### src/rtl/nibble_pkg.sv
// Shared sizing for the nibble packer: default nibble width and count,
// plus the derived slot-index and word widths used by the packer and its users.
package nibble_pkg;

  // Default digit width and digits per word
  localparam int W_DEF       = 4;
  localparam int NIBBLES_DEF = 4;

  // Derived widths for the default configuration
  localparam int IDX_W  = $clog2(NIBBLES_DEF);
  localparam int WORD_W = NIBBLES_DEF * W_DEF;

  // Slot-index width for an arbitrary nibble count; never narrower than one bit
  function automatic int idx_width(input int n);
    return (n < 2) ? 1 : $clog2(n);
  endfunction

endpackage

### src/rtl/nibble_packer.sv
// Nibble packer: gathers W-bit digits one per valid/ready handshake into a
// NIBBLES*W word and presents it on a one-deep valid/ready output buffer.
// The digit counter is the only sequencing state; the output buffer lets a
// new word complete in the same cycle the previous one is taken, so the
// packer sustains one nibble per clock.
module nibble_packer
  import nibble_pkg::*;
#(
  parameter int W         = W_DEF,
  parameter int NIBBLES   = NIBBLES_DEF,
  parameter bit MSB_FIRST = 1'b0,
  localparam int IDX_BITS  = idx_width(NIBBLES),
  localparam int WORD_BITS = NIBBLES * W
) (
  input  logic                 clk,
  input  logic                 rst_n,
  input  logic                 clear,
  input  logic [W-1:0]         in_nib,
  input  logic                 in_valid,
  output logic                 in_ready,
  output logic [IDX_BITS-1:0]  nib_idx,
  output logic [WORD_BITS-1:0] out_word,
  output logic                 out_valid,
  input  logic                 out_ready
);

  localparam logic [IDX_BITS-1:0] LAST_IDX = IDX_BITS'(NIBBLES - 1);

  // Sequencing and storage registers
  logic [IDX_BITS-1:0]  r_cnt;    // accepted nibbles of the word under assembly
  logic [WORD_BITS-1:0] r_asm;    // word under assembly
  logic [WORD_BITS-1:0] r_word;   // completed word presented to the consumer
  logic                 r_valid;  // r_word not yet taken

  // Combinational helpers
  logic                 w_last;      // next accepted nibble completes the word
  logic                 w_take;      // consumer takes the pending word this cycle
  logic                 w_stall;     // completion must wait for the pending word
  logic                 w_accept;    // nibble handshake this cycle
  logic                 w_complete;  // last nibble accepted this cycle
  logic [IDX_BITS-1:0]  w_slot;      // physical slot the next nibble fills
  logic [NIBBLES-1:0]   w_slot_hit;  // one-hot write enable per slot
  logic [WORD_BITS-1:0] w_asm_next;  // assembly word with this cycle's nibble merged

  assign w_last     = (r_cnt == LAST_IDX);
  assign w_take     = r_valid & out_ready;
  // Only the completing nibble needs buffer space; earlier nibbles go into
  // the assembly register, which is always free.
  assign w_stall    = w_last & r_valid & ~out_ready;
  assign in_ready   = ~clear & ~w_stall;
  assign w_accept   = in_valid & in_ready;
  assign w_complete = w_accept & w_last;

  // MSB-first mode fills from the top slot downwards
  assign w_slot  = MSB_FIRST ? (LAST_IDX - r_cnt) : r_cnt;
  assign nib_idx = w_slot;

  // Per-slot merge: a slot takes in_nib only on an accepted handshake that
  // targets it, so an undriven in_nib while idle never reaches the registers.
  genvar gi;
  generate
    for (gi = 0; gi < NIBBLES; gi++) begin : g_slot
      localparam logic [IDX_BITS-1:0] SLOT = IDX_BITS'(gi);
      assign w_slot_hit[gi]       = w_accept & (w_slot == SLOT);
      assign w_asm_next[gi*W +: W] = w_slot_hit[gi] ? in_nib : r_asm[gi*W +: W];
    end
  endgenerate

  // Digit counter and assembly register: advance on accept, restart on clear
  // or after the last digit of a word
  always_ff @(posedge clk or negedge rst_n) begin
    if (!rst_n) begin
      r_cnt <= '0;
      r_asm <= '0;
    end else if (clear) begin
      r_cnt <= '0;
      r_asm <= '0;
    end else if (w_accept) begin
      if (w_last) begin
        r_cnt <= '0;
        r_asm <= '0;
      end else begin
        r_cnt <= r_cnt + 1'b1;
        r_asm <= w_asm_next;
      end
    end
  end

  // Output buffer: load on completion (even while the old word is being
  // taken), drop valid only on a take with nothing new; clear leaves it alone
  always_ff @(posedge clk or negedge rst_n) begin
    if (!rst_n) begin
      r_word  <= '0;
      r_valid <= 1'b0;
    end else if (w_complete) begin
      r_word  <= w_asm_next;
      r_valid <= 1'b1;
    end else if (w_take) begin
      r_valid <= 1'b0;
    end
  end

  assign out_word  = r_word;
  assign out_valid = r_valid;

endmodule

### config.mk
export PLATFORM = sky130hd
export DESIGN_NAME = nibble_packer
export DESIGN_NICKNAME = d
export VERILOG_FILES = /design/src/rtl/nibble_pkg.sv /design/src/rtl/nibble_packer.sv
export SDC_FILE = /design/constraint.sdc
export NUM_CORES = 1
export LEC_CHECK = 0
export BUFFER_PORTS_ARGS = -buffer_cell sky130_fd_sc_hd__buf_2
export CORE_MARGIN = 2
export CORE_UTILIZATION = 48
export DETAILED_ROUTE_END_ITERATION = 16
export GPL_TIMING_DRIVEN = 0
export PLACE_DENSITY = 0.74
export SLEW_MARGIN = 40
export SYNTH_ARGS = -nofsm -noshare
export SYNTH_HDL_FRONTEND = slang
export SYNTH_SLANG_ARGS = --single-unit
### constraint.sdc
create_clock -name clk -period 1.4 [get_ports clk]
set_input_delay 0.28 -clock clk [delete_from_list [all_inputs] [get_ports clk]]
set_output_delay 0.28 -clock clk [all_outputs]
set_load 0.02 [all_outputs]
# --- Yosys cells after proc, flatten, opt, wreduce, memory -nomap -nowiden ---
# Index checks and enable logic that the tools add are counted.
op_classes:
  bitwise_logic: 12
  n_reduce_logical: 3
  add_sub_neg: 1
  n_mux: 12
  n_eq_ne: 3
ops:
  columns: ["cell", "count"]
  rows:
  - ["$mux 16", 3]
  - ["$mux 4", 4]
  - ["$and 1x1->1", 9]
  - ["$mux 2", 3]
  - ["$eq 2x2->1 const B", 2]
  - ["$reduce_bool 2->1", 2]
  - ["$not 1->1", 3]
  - ["$add 2x1->2 const B", 1]
  - ["$eq 2x1->1 const B", 1]
  - ["$logic_not 2->1", 1]
  - ["$mux 1", 2]
word_totals:
  output_inout_bits: 20
  ff_bits: 35
  elab_cells: 35
  input_bits: 9

# --- Depth between registers and ports, before layout ---
logic_depth:
  word_depth: 11
  ltp_mapped: 6

# --- Worst setup path before layout ---
# OpenSTA, ideal clock, no wires.
synth_timing:
  kind: "register to output"
  startpoint: "reg r_cnt[0] (netlist: nib_idx[0])"
  endpoint: "out in_ready"
  arrival_time_ns: 1.398
  path_buffers: 1
  slack_ns: -0.278
  stages_incl_launch_ff: 5
  cell_sequence: "dfrtp_1 -> ha_1 -> buf_4 -> nand3b_1 -> nor2b_1"
synth_between:
  elab_chain_len: 5
synth_lines:
  columns: ["element", "line_no", "text"]
  rows:
  - ["start, declared", "nibble_packer.sv:30", "logic [IDX_BITS-1:0] r_cnt;"]
  - ["start signal, assigned", "nibble_packer.sv:83", "r_cnt <= r_cnt + 1'b1;"]
  - ["$eq 2x2->1", "nibble_packer.sv:45", "assign w_last = (r_cnt == LAST_IDX);"]
  - ["$and 1x1->1 (2 in series)", "nibble_packer.sv:49", "assign w_stall = w_last & r_valid & ~out_ready;"]
  - ["$not 1->1", "nibble_packer.sv:50", "assign in_ready = ~clear & ~w_stall;"]
  - ["$and 1x1->1", "nibble_packer.sv:50", null]
  - ["end, declared", "nibble_packer.sv:20", "output logic in_ready,"]
# Every way passes these cells.

# --- Final worst setup path ---
# Ends and elaborated chain as after synthesis.

==> flow_summary.json <==
{
  "final_cell_mix": "dfrtp_1 (29), buf_2 (26), mux2_4 (21)",
  "core_area_mm2": 0.00300,
  "synth-edff-count": 0,
  "power.total_mw": 2.26,
  "dpl.hpwl_mm": 1.92,
  "relSlewSlack_pct": 54.2,
  "grt_max_degree": 32,
  "path_cells": "ha_4 > nand3b_1 > nor2b_4 > buf_6",
  "critical_path.top_delay_family": "flip-flops",
  "clockRootBuffer": "clkbuf_4",
  "synth_nets": 117,
  "cp.arrival_ps": 1340,
  "io_pins": 29,
  "synth_cell_types": 25,
  "syn_to_final_growth_pct": 43.0,
  "cts_tree": "built",
  "min_period_over_period_pct": 115,
  "drtAntennaViolNets": 0,
  "comb_power_share_pct": 22.5,
  "p_per_area_mw_per_mm2": 1050,
  "worst_slack_ps": -216,
  "clk_pin_slew_worst_paths_ps": 100,
  "grt_pass1_wl_mm": 5.41,
  "wl_per_cell_um": 17.1,
  "final_layout_size_suffix_gt1_share_pct": 66.5,
  "p_sw_share_pct": 27.0,
  "overflow": 0,
  "cts_buffers": 5,
  "power.share.sequential_pct": 44.5,
  "ys_warn_count": 0,
  "setup_viol": 30,
  "drc_errors": 0,
  "n_antenna_cell": 0,
  "maxCapViolations": 0,
  "synthFlopType": "dfrtp_1",
  "fin_area_mm2": 0.00215,
  "io_buffers": 27,
  "synthArstFlopShare_pct": 100,
  "mostFrequentLayoutCell": "dfrtp_1",
  "die_h_um": 59.9,
  "ys_ff_latch": 31,
  "tightest_slew_ps": 687,
  "rows": 20,
  "avgSynthCellArea_um2": 14.4,
  "layout.nets": 170,
  "cp-start-kind": "flip-flop",
  "worstSetupPathType": "reg2out",
  "clock.fmax_mhz": 619,
  "crit_buf_inv": 1,
  "clkPwrFrac_pct": 33.0,
  "cts.path.max_buffers": 2,
  "fin_skew_ps": 8.02,
  "initial_utilization_pct": 50.0,
  "multi_input_area_um2": 783,
  "vias_per_cell": 5.70,
  "cts_sinks": 31,
  "vias": 1088,
  "min_period_ps": 1620,
  "place_area_mm2": 0.00173,
  "grt_pass1_vias": 1126,
  "h-tree-depth": 2,
  "hold_path.class": "in2reg",
  "p_sw_mw": 0.608,
  "vdd_drop_max_mv": 0.699,
  "slowest_delay_ps": 440,
  "crit_path_top_delay_cell": "dfrtp_2",
  "rsz0062_at_grt": "true",
  "dieArea_mm2": 0.00359,
  "utilization_pct": 71.5,
  "antenna_found_initial": 0,
  "rrSetupSlack_ps": -180,
  "gp_congestion": 0.780,
  "status": "finished with violations",
  "first_pass_iters": 4,
  "cp.required_ps": 1120,
  "fp.dieW_um": 59.9,
  "wirelength_mm": 3.27,
  "fill_cells": 203,
  "synth_area_mm2": 0.00150,
  "clk_latency_ps": 340,
  "cp-end-kind": "output pin",
  "power_leakage_nw": 1.11,
  "seq_area_um2": 778,
  "ys_seq_area_share_pct": 51.7,
  "final_hold_viol_count": 0,
  "violations": "negative setup slack",
  "path_max_fanout": 2,
  "drtIter0Drc": 33,
  "grt_usage_pct": 21.5,
  "netlist_instances": 104,
  "drv_slew": 0,
  "internal_power_mw": 1.65
}
==> power groups by stage <==
stage | Clock (mW) | Sequential, mW | Combinational [mW]
floorplan | 0 | 1.09 | 0.207
global placement | 0 | 1.02 | 0.396
detailed placement | 0 | 1.02 | 0.403
CTS | 0.757 | 1.00 | 0.499
global route | 0.794 | 1.02 | 0.546
finish | 0.745 | 1.00 | 0.508
==> cell families (layout without fill, tap and decap cells) <==
group,after synthesis,in the layout,synth area share (%)
flops,31,31,51.7
mux,28,28,23.3
compound gates,20,20,11.3
simple gates,11,11,6.50
buf+inv,10,64,3.92
fa+ha+maj,4,4,3.33
==> cell type report <==
cell class                      instances  share of cell area [%]
Multi-Input combinational cell         63                    36.5
Sequential cell                        31                    36.2
Timing Repair Buffer                   49                    18.1
Clock buffer                            6                    2.39
Buffer                                  5                    2.33
Tap cell                               33                    1.92
Clock inverter                          2                    1.63
Inverter                                2                   0.932
==> flip-flops by register name, indices dropped and copies added, names as in the netlist <==
register	count
r_asm	12
out_valid	1
out_word	16
nib_idx	2
==> per-stage QoR <==
step | hold WS, ps | worst slack (ps) | TNS (ps) | instances
2_1_floorplan | -15.6 | -127 | -2350 | 104
3_3_place_gp | 349 | -228 | -3320 | 164
3_5_place_dp | 362 | -271 | -4790 | 164
4_1_cts | 227 | -211 | -3680 | 191
5_1_grt | 260 | -286 | -5500 | 191
6_report | 249 | -216 | -3620 | 191
==> synth_stat cells, types with 2 or more instances <==
cell     count  area (µm²)
inv_1        2        7.51
ha_1         4        50.1
buf_2        4        20.0
buf_4        2        15.0
mux2_2      19         214
o21a_1       3        22.5
dfrtp_1     31         776
a32o_1      12         120
mux2_4       9         135
a21oi_1      3        15.0
==> worst min-delay path: stages <==
cell and delay [ps]:
buf_2 90, nand2b_4 130, nand2_1 50
==> path summary, 6_finish.rpt <==
| path | startpoint | end | depth (start not counted) |
|---|---|---|---|
| max | nib_idx[0] | in_ready | 4 |
| min | out_ready | out_valid | 3 |
| max reg2reg | nib_idx[0] | out_word[9] | 6 |
| min reg2reg | r_asm[8] | r_asm[8] | 1 |
| max in group asynchronous | rst_n | nib_idx[1] | 2 |
| min in group asynchronous | rst_n | out_word[12] | 2 |
==> what timing repair did <==
action | in CTS | in global routing
hold endpoints to repair | 31 | 0
hold buffers | 1 | 0
gates resized for setup | 32 | 4
endpoints found under the setup margin | 31 | 33
buffers inserted | 45 | 2
pin swaps | 13 | 3
gates cloned | 2 | 0
==> metal layers <==
layer	track usage [%]	wire length [µm]
met1	23.6	1370
met2	36.8	1630
met3	8.23	176
met4	8.89	101
met5	0	0
(Power assumes the default switching activity.)
